File: config.mk
export PLATFORM = sky130hd
export DESIGN_NAME = lpc_host_tpm_master
export DESIGN_NICKNAME = d
export VERILOG_FILES = /design/src/rtl/lpc_pkg.sv /design/src/rtl/lpc_sync_watchdog.sv /design/src/rtl/lpc_host_tpm_master.sv
export SDC_FILE = /design/constraint.sdc
export NUM_CORES = 1
export LEC_CHECK = 0
export ABC_AREA = 1
export BUFFER_PORTS_ARGS = -buffer_cell sky130_fd_sc_hd__buf_2
export CORE_MARGIN = 8
export CORE_UTILIZATION = 30
export CTS_CLUSTER_SIZE = 40
export DETAILED_ROUTE_END_ITERATION = 10
export SYNTH_ARGS = -nofsm -noshare
export SYNTH_HDL_FRONTEND = slang
export SYNTH_SLANG_ARGS = --single-unit
File: constraint.sdc
create_clock -name clk_i -period 1.9 [get_ports clk_i]
set_input_delay 0.095 -clock clk_i [delete_from_list [all_inputs] [get_ports clk_i]]
set_output_delay 0.095 -clock clk_i [all_outputs]
set_load 0.01 [all_outputs]
File: src/rtl/lpc_pkg.sv
// Shared LPC definitions for the TwPM host and peripheral: FSM state
// encoding, cycle types, SYNC nibble values and response error codes.
package lpc_pkg;

    typedef enum logic [4:0] {
        ST_IDLE,
        ST_START,
        ST_CYCTYPE,
        ST_ADDR0,
        ST_ADDR1,
        ST_ADDR2,
        ST_ADDR3,
        ST_WDATA0,
        ST_WDATA1,
        ST_HTAR0,
        ST_HTAR1,
        ST_SYNC,
        ST_RDATA0,
        ST_RDATA1,
        ST_PTAR0,
        ST_PTAR1,
        ST_ABORT,
        ST_ABORT_REL,
        ST_DONE
    } lpc_state_e;

    localparam logic [3:0] CYC_IO_RD  = 4'b0000;
    localparam logic [3:0] CYC_IO_WR  = 4'b0010;

    localparam logic [3:0] SYNC_READY = 4'b0000;
    localparam logic [3:0] SYNC_SHORT = 4'b0101;
    localparam logic [3:0] SYNC_LONG  = 4'b0110;
    localparam logic [3:0] SYNC_ERROR = 4'b1010;

    localparam logic [1:0] ERR_OK      = 2'b00;
    localparam logic [1:0] ERR_SYNC    = 2'b01;
    localparam logic [1:0] ERR_TIMEOUT = 2'b10;
    localparam logic [1:0] ERR_INVALID = 2'b11;

    // A short or long wait keeps the cycle alive without being an error.
    function automatic logic isSyncWait(input logic [3:0] nibble);
        return (nibble == SYNC_SHORT) || (nibble == SYNC_LONG);
    endfunction

endpackage

File: src/rtl/lpc_sync_watchdog.sv
// SYNC phase decoder and wait timer. Classifies the sampled LAD nibble and
// flags a timeout on the SYNC clock that brings the non-ready count up to
// SYNC_TIMEOUT.
module lpc_sync_watchdog
    import lpc_pkg::*;
#(
    parameter int SYNC_TIMEOUT = 32
) (
    input  logic       clk_i,
    input  logic       rstn_i,
    input  logic       i_clear,
    input  logic       i_active,
    input  logic [3:0] i_lad,
    output logic       o_ready,
    output logic       o_wait,
    output logic [1:0] o_errCode,
    output logic       o_timeout
);

    localparam int            TW          = $clog2(SYNC_TIMEOUT + 1);
    localparam logic [TW-1:0] TIMEOUT_VAL = TW'(SYNC_TIMEOUT);

    logic [TW-1:0] r_timer;
    logic [TW-1:0] w_timerNext;
    logic          w_notReady;

    // Decode the current SYNC nibble and look ahead one count for the timeout.
    always_comb begin
        o_ready     = (i_lad == SYNC_READY) || (i_lad == SYNC_ERROR);
        o_wait      = isSyncWait(i_lad);
        w_notReady  = i_active && !o_ready;
        w_timerNext = r_timer + 1'b1;
        o_timeout   = w_notReady && (w_timerNext == TIMEOUT_VAL);
        o_errCode   = ERR_OK;
        if (i_active) begin
            if (i_lad == SYNC_ERROR) begin
                o_errCode = ERR_SYNC;
            end else if (!o_ready && !o_wait) begin
                o_errCode = ERR_INVALID;
            end
        end
    end

    // Count non-ready SYNC clocks; cleared at the start of every cycle.
    always_ff @(posedge clk_i or negedge rstn_i) begin
        if (!rstn_i) begin
            r_timer <= '0;
        end else if (i_clear) begin
            r_timer <= '0;
        end else if (w_notReady) begin
            r_timer <= w_timerNext;
        end
    end

endmodule

File: src/rtl/lpc_host_tpm_master.sv
// LPC host initiator for single-byte TPM I/O cycles. Turns a command/response
// handshake into START/CYCTYPE/ADDR/DATA/TAR/SYNC phases on LAD/LFRAME#.
// Optional build macro LPC_HOST_ABORT_EN: on SYNC timeout drive a 4-clock
// LFRAME# abort frame before releasing the bus; otherwise just release it.
module lpc_host_tpm_master
    import lpc_pkg::*;
#(
    parameter int         SYNC_TIMEOUT = 32,
    parameter logic [3:0] START_NIBBLE = 4'h5
) (
    input  logic        clk_i,
    input  logic        rstn_i,
    input  logic        cmd_valid_i,
    output logic        cmd_ready_o,
    input  logic        cmd_write_i,
    input  logic [15:0] cmd_addr_i,
    input  logic [7:0]  cmd_data_i,
    output logic        rsp_valid_o,
    output logic [7:0]  rsp_data_o,
    output logic [1:0]  rsp_err_o,
    output logic        lframe_o,
    output logic [3:0]  lad_o,
    output logic        lad_oe_o,
    input  logic [3:0]  lad_i
);

    lpc_state_e  r_state;
    lpc_state_e  w_stateNext;
    logic        r_write;
    logic [15:0] r_addr;
    logic [7:0]  r_wdata;
    logic [7:0]  r_rdata;
    logic [1:0]  r_err;
    logic [7:0]  r_rspData;
    logic [1:0]  r_rspErr;
    logic        w_syncReady;
    logic        w_syncWait;
    logic        w_syncTimeout;
    logic [1:0]  w_syncErrCode;
`ifdef LPC_HOST_ABORT_EN
    logic [1:0]  r_abortCnt;
`endif

    lpc_sync_watchdog #(
        .SYNC_TIMEOUT(SYNC_TIMEOUT)
    ) u_watchdog (
        .clk_i    (clk_i),
        .rstn_i   (rstn_i),
        .i_clear  (r_state == ST_START),
        .i_active (r_state == ST_SYNC),
        .i_lad    (lad_i),
        .o_ready  (w_syncReady),
        .o_wait   (w_syncWait),
        .o_errCode(w_syncErrCode),
        .o_timeout(w_syncTimeout)
    );

    assign rsp_data_o = r_rspData;
    assign rsp_err_o  = r_rspErr;

    // State register.
    always_ff @(posedge clk_i or negedge rstn_i) begin
        if (!rstn_i) begin
            r_state <= ST_IDLE;
        end else begin
            r_state <= w_stateNext;
        end
    end

    // Next-state and bus drive; outputs decode straight from the state so an
    // async reset releases the bus immediately.
    always_comb begin
        w_stateNext = r_state;
        cmd_ready_o = 1'b0;
        rsp_valid_o = 1'b0;
        lframe_o    = 1'b1;
        lad_o       = 4'hF;
        lad_oe_o    = 1'b0;
        case (r_state)
            ST_IDLE: begin
                cmd_ready_o = 1'b1;
                if (cmd_valid_i) w_stateNext = ST_START;
            end
            ST_START: begin
                lframe_o    = 1'b0;
                lad_o       = START_NIBBLE;
                lad_oe_o    = 1'b1;
                w_stateNext = ST_CYCTYPE;
            end
            ST_CYCTYPE: begin
                lad_o       = r_write ? CYC_IO_WR : CYC_IO_RD;
                lad_oe_o    = 1'b1;
                w_stateNext = ST_ADDR0;
            end
            ST_ADDR0: begin
                lad_o       = r_addr[15:12];
                lad_oe_o    = 1'b1;
                w_stateNext = ST_ADDR1;
            end
            ST_ADDR1: begin
                lad_o       = r_addr[11:8];
                lad_oe_o    = 1'b1;
                w_stateNext = ST_ADDR2;
            end
            ST_ADDR2: begin
                lad_o       = r_addr[7:4];
                lad_oe_o    = 1'b1;
                w_stateNext = ST_ADDR3;
            end
            ST_ADDR3: begin
                lad_o       = r_addr[3:0];
                lad_oe_o    = 1'b1;
                w_stateNext = r_write ? ST_WDATA0 : ST_HTAR0;
            end
            ST_WDATA0: begin
                lad_o       = r_wdata[3:0];
                lad_oe_o    = 1'b1;
                w_stateNext = ST_WDATA1;
            end
            ST_WDATA1: begin
                lad_o       = r_wdata[7:4];
                lad_oe_o    = 1'b1;
                w_stateNext = ST_HTAR0;
            end
            ST_HTAR0: begin
                lad_oe_o    = 1'b1;
                w_stateNext = ST_HTAR1;
            end
            ST_HTAR1:  w_stateNext = ST_SYNC;
            ST_SYNC: begin
                if (w_syncTimeout) begin
`ifdef LPC_HOST_ABORT_EN
                    w_stateNext = ST_ABORT;
`else
                    w_stateNext = ST_ABORT_REL;
`endif
                end else if (w_syncReady) begin
                    w_stateNext = r_write ? ST_PTAR0 : ST_RDATA0;
                end
            end
            ST_RDATA0: w_stateNext = ST_RDATA1;
            ST_RDATA1: w_stateNext = ST_PTAR0;
            ST_PTAR0:  w_stateNext = ST_PTAR1;
            ST_PTAR1:  w_stateNext = ST_DONE;
            ST_ABORT: begin
`ifdef LPC_HOST_ABORT_EN
                lframe_o = 1'b0;
                lad_oe_o = 1'b1;
                if (r_abortCnt == 2'd3) w_stateNext = ST_ABORT_REL;
`else
                w_stateNext = ST_ABORT_REL;
`endif
            end
            ST_ABORT_REL: w_stateNext = ST_DONE;
            ST_DONE: begin
                rsp_valid_o = 1'b1;
                w_stateNext = ST_IDLE;
            end
            default: w_stateNext = ST_IDLE;
        endcase
    end

    // Command capture, SYNC error tracking, read data sampling and the
    // response registers that hold until the next response.
    always_ff @(posedge clk_i or negedge rstn_i) begin
        if (!rstn_i) begin
            r_write   <= 1'b0;
            r_addr    <= '0;
            r_wdata   <= '0;
            r_rdata   <= '0;
            r_err     <= ERR_OK;
            r_rspData <= 8'hFF;
            r_rspErr  <= ERR_OK;
        end else begin
            if ((r_state == ST_IDLE) && cmd_valid_i) begin
                r_write <= cmd_write_i;
                r_addr  <= cmd_addr_i;
                r_wdata <= cmd_data_i;
            end
            case (r_state)
                ST_START: r_err <= ERR_OK;
                ST_SYNC: begin
                    if (w_syncTimeout) begin
                        r_err <= w_syncWait ? ERR_TIMEOUT : w_syncErrCode;
                    end else if (w_syncErrCode == ERR_SYNC) begin
                        r_err <= ERR_SYNC;
                    end
                end
                ST_RDATA0: r_rdata[3:0] <= lad_i;
                ST_RDATA1: r_rdata[7:4] <= lad_i;
                ST_PTAR1, ST_ABORT_REL: begin
                    r_rspErr  <= r_err;
                    r_rspData <= (r_write || (r_err != ERR_OK)) ? 8'hFF : r_rdata;
                end
                default: ;
            endcase
        end
    end

`ifdef LPC_HOST_ABORT_EN
    // Length of the abort frame.
    always_ff @(posedge clk_i or negedge rstn_i) begin
        if (!rstn_i) begin
            r_abortCnt <= '0;
        end else if (r_state == ST_ABORT) begin
            r_abortCnt <= r_abortCnt + 2'd1;
        end else begin
            r_abortCnt <= '0;
        end
    end
`endif

endmodule

==> metrics.md <==
| Metric | Value |
|---|---|
| PwrDens | 1534 nW/um2 |
| Vias in the first global route | 2385 |
| Sequential area share after synthesis | 0.4991 |
| Starting Density | 0.3075 |
| Crit-path max FO | 5 |
| Status | finished clean |
| Chip Width | 113.1 um |
| Core area | 9196 um2 |
| Least-Margin Pin Slew | 581.6 ps |
| Die Y | 113.1 um |
| Worst setup path class | register to output port |
| DRC viols | 0 |
| CTS max path bufs | 2 |
| Final min period | 1872 ps |
| Worst clock skew | 7.130 ps |
| #FFs+latches synth | 56 |
| Hold path startpoint | cmd_addr_i[12] |
| TritonCTS clock tree | built |
| Layout cell share with drive strength beyond 1 | 0.3586 |
| RSZ-0062 raised after global routing | yes |
| DP Cell Count | 486 |
| R2R cell count | 8 |
| Row count | 35 |
| Hold Fails Final Rpt | 0 |
| Iter 0 DRT Violations | 158 |
| Slew margin rel. | 0.6123 |
| Hold Path Stages | 2 |
| Commonest non-fill, non-tap cells in the layout | 55 x nand2_1, 48 x buf_2, 45 x dfrtp_1 |
| Post-synth EDFFs | 0 |
| Overall fraction of global-route tracks in use | 0.1055 |
| Netlist cell types | 32 |
| Worst R2R Setup Slack | 130 ps |
| Worst path slowest cell | dfrtp_1 |
| Total CTS buffers | 5 |
| Worst EP required | 1800 ps |
| Final setup fails | 0 |
| Synth Instances | 324 |
| # nets final | 429 |
| Avg Cell Area, Syn | 8.728 um2 |
| DP HPWL | 5064 um |
| Max Slew Vio Count | 0 |
| Worst Hold Path EP | r_addr[12] |
| Main synth FF type | dfrtp_1 |
| Non-filler instance count after layout | 507 |
| Initial antenna violation count | 0 |
| Root Buffer | clkbuf_8 |
| Ys async rst share | 1.000 |
| Post-synthesis net count | 358 |
| WL final | 6914 um |
| First-pass GRT wire length | 11210 um |
| Final worst path period share | 0.9852 |
| Finished Core Util | 0.3888 |
| R2R Path Start | r_state[1] |
| Wire per inst | 13.64 um |
| Clk_lat worst skew | 310 ps |
| Pre-CTS worst setup slack | 170.5 ps |
| Crit path capture type | output port |
| Largest net degree at the start of global routing | 35 |
| Worst Hold Class | input port to register |
| Num ports | 50 |
| Diode count | 0 |
| Drt via density | 4.783 |
| Total power | 5.484 mW |
| YS warnings | 0 |
| H-tree Lvls | 2 |
| Netlist Area Pre-Place | 2828 um2 |
| Vias | 2425 |
| Port bufs | 49 |
| Routed Antenna Nets | 0 |
| Arr. time, crit path | 1780 ps |
| Critical path cell sequence | buf_4, nor2_4, inv_4, nor2_2, inv_2, nand2_1, a211oi_2, nand3_1, buf_2 |
| CP peak stage delay | 420 ps |
| Fmax | 534.2 MHz |
| Final WS setup | 28.11 ps |
| DR pass1 iterations | 4 |
| Clk sinks | 56 |
| Max Cap Violations | 0 |
| P_leak | 1.831 nW |
| Die ar. | 12790 um2 |
| FF-to-FF End | r_addr[4] |
| CP Launch Type | register |
| Clock transition at the registers of the reported paths | 100 ps |
| Max VDD drop | 0.4144 mV |
| Global route overflow | 0 |
| Area Overhead vs Synth | 26.46% |
| Commonest non-fill, non-tap cell in the layout | nand2_1 |
| Placer Congestion | 0.8990 |
final cells by class:
cell class / count / area, um2
multi-input cells: 218 / 1318
clock buffers: 6 / 72.57
fillers: 940 / 5620
inverters: 44 / 172.7
clock inverters: 2 / 35.03
well taps: 111 / 138.9
flip-flops and latches: 56 / 1415
repair buffers: 70 / 424.2
Yosys cell counts, drive strengths merged, types with 3 or more instances:
library cell,n,area [um2]
nand3,22,115.1
a211oi,3,22.52
nor2,45,210.2
o21ai,29,145.1
nand2,68,265.3
mux2,16,225.2
dfstp,8,210.2
dfrtp,48,1201
inv,44,165.2
a21oi,14,70.07
nand4,6,37.54
o22ai,3,18.77
buf,5,37.53
critical path, delay by kind of cell (launching register included):
family | cells | cell delay, ps
compound gates | 1 | 40
buf+inv | 4 | 480
flops | 1 | 420
simple gates | 4 | 530
how the worst max path moves through the flow:
stage / start / end / slack [ps]
6_report: r_state[2] / lad_o[2] / 30
5_1_grt: r_state[0] / lad_o[3] / -70
4_1_cts: r_state[2] / lad_oe_o / -40
3_5_place_dp: u_watchdog.r_timer[1] / r_state[2] / 170
3_3_place_gp: u_watchdog.r_timer[1] / r_state[2] / 200
2_1_floorplan: u_watchdog.r_timer[0] / r_state[2] / 390
where the power goes:
group          switching [mW]  total, mW  internal, mW
Combinational            1.45       2.67          1.22
Sequential              0.309       2.04          1.73
Clock                   0.379      0.771         0.392
Total                    2.14       5.48          3.35
sequential cells by signal, summed over array words and instances, names as in the netlist:
register	flops
u_watchdog.r_timer	6
rsp_data_o	8
r_addr	16
r_err	2
r_rdata	8
r_state	5
r_wdata	8
rsp_err_o	2
r_write	1
routing by layer:
layer / part of all wire / track usage
met1: 0.45 / 0.1309
met2: 0.49 / 0.1734
met3: 0.048 / 0.02503
met4: 0.019 / 0.04085
met5: 0 / 0
cell families (layout without fill, tap and decap cells):
kind of cell    count (synthesis)  after routing  synth area share
mux                            16             16           0.07964
buf+inv                        50            122           0.07345
xor+xnor                        1              1          0.003098
simple gates                  143            143            0.2257
flops                          56             56            0.4991
compound gates                 56             56            0.1102
fa+ha+maj                       2              2          0.008848
per-stage QoR:
| step | hold WS, ps | instance area [um2] | TNS, ps |
|---|---|---|---|
| after floorplan | -200.6 | 2828 | 0 |
| after global placement | 127.5 | 3242 | 0 |
| after detailed placement | 124.9 | 3242 | 0 |
| after CTS | 0.6248 | 3363 | -37.85 |
| after global routing | 1.319 | 3576 | -275.3 |
| final | 5.853 | 3576 | 0 |
repair_timing:
item                                    in CTS  in global routing
gates cloned                                 0                  0
hold buffers                                 1                  0
setup buffers                                0                 12
hold endpoints to repair                    23                  0
endpoints found under the setup margin       5                  6
pin swaps                                    0                 13
resized for setup                            4                 37
Note: power is estimated with default switching activity, not from simulation.
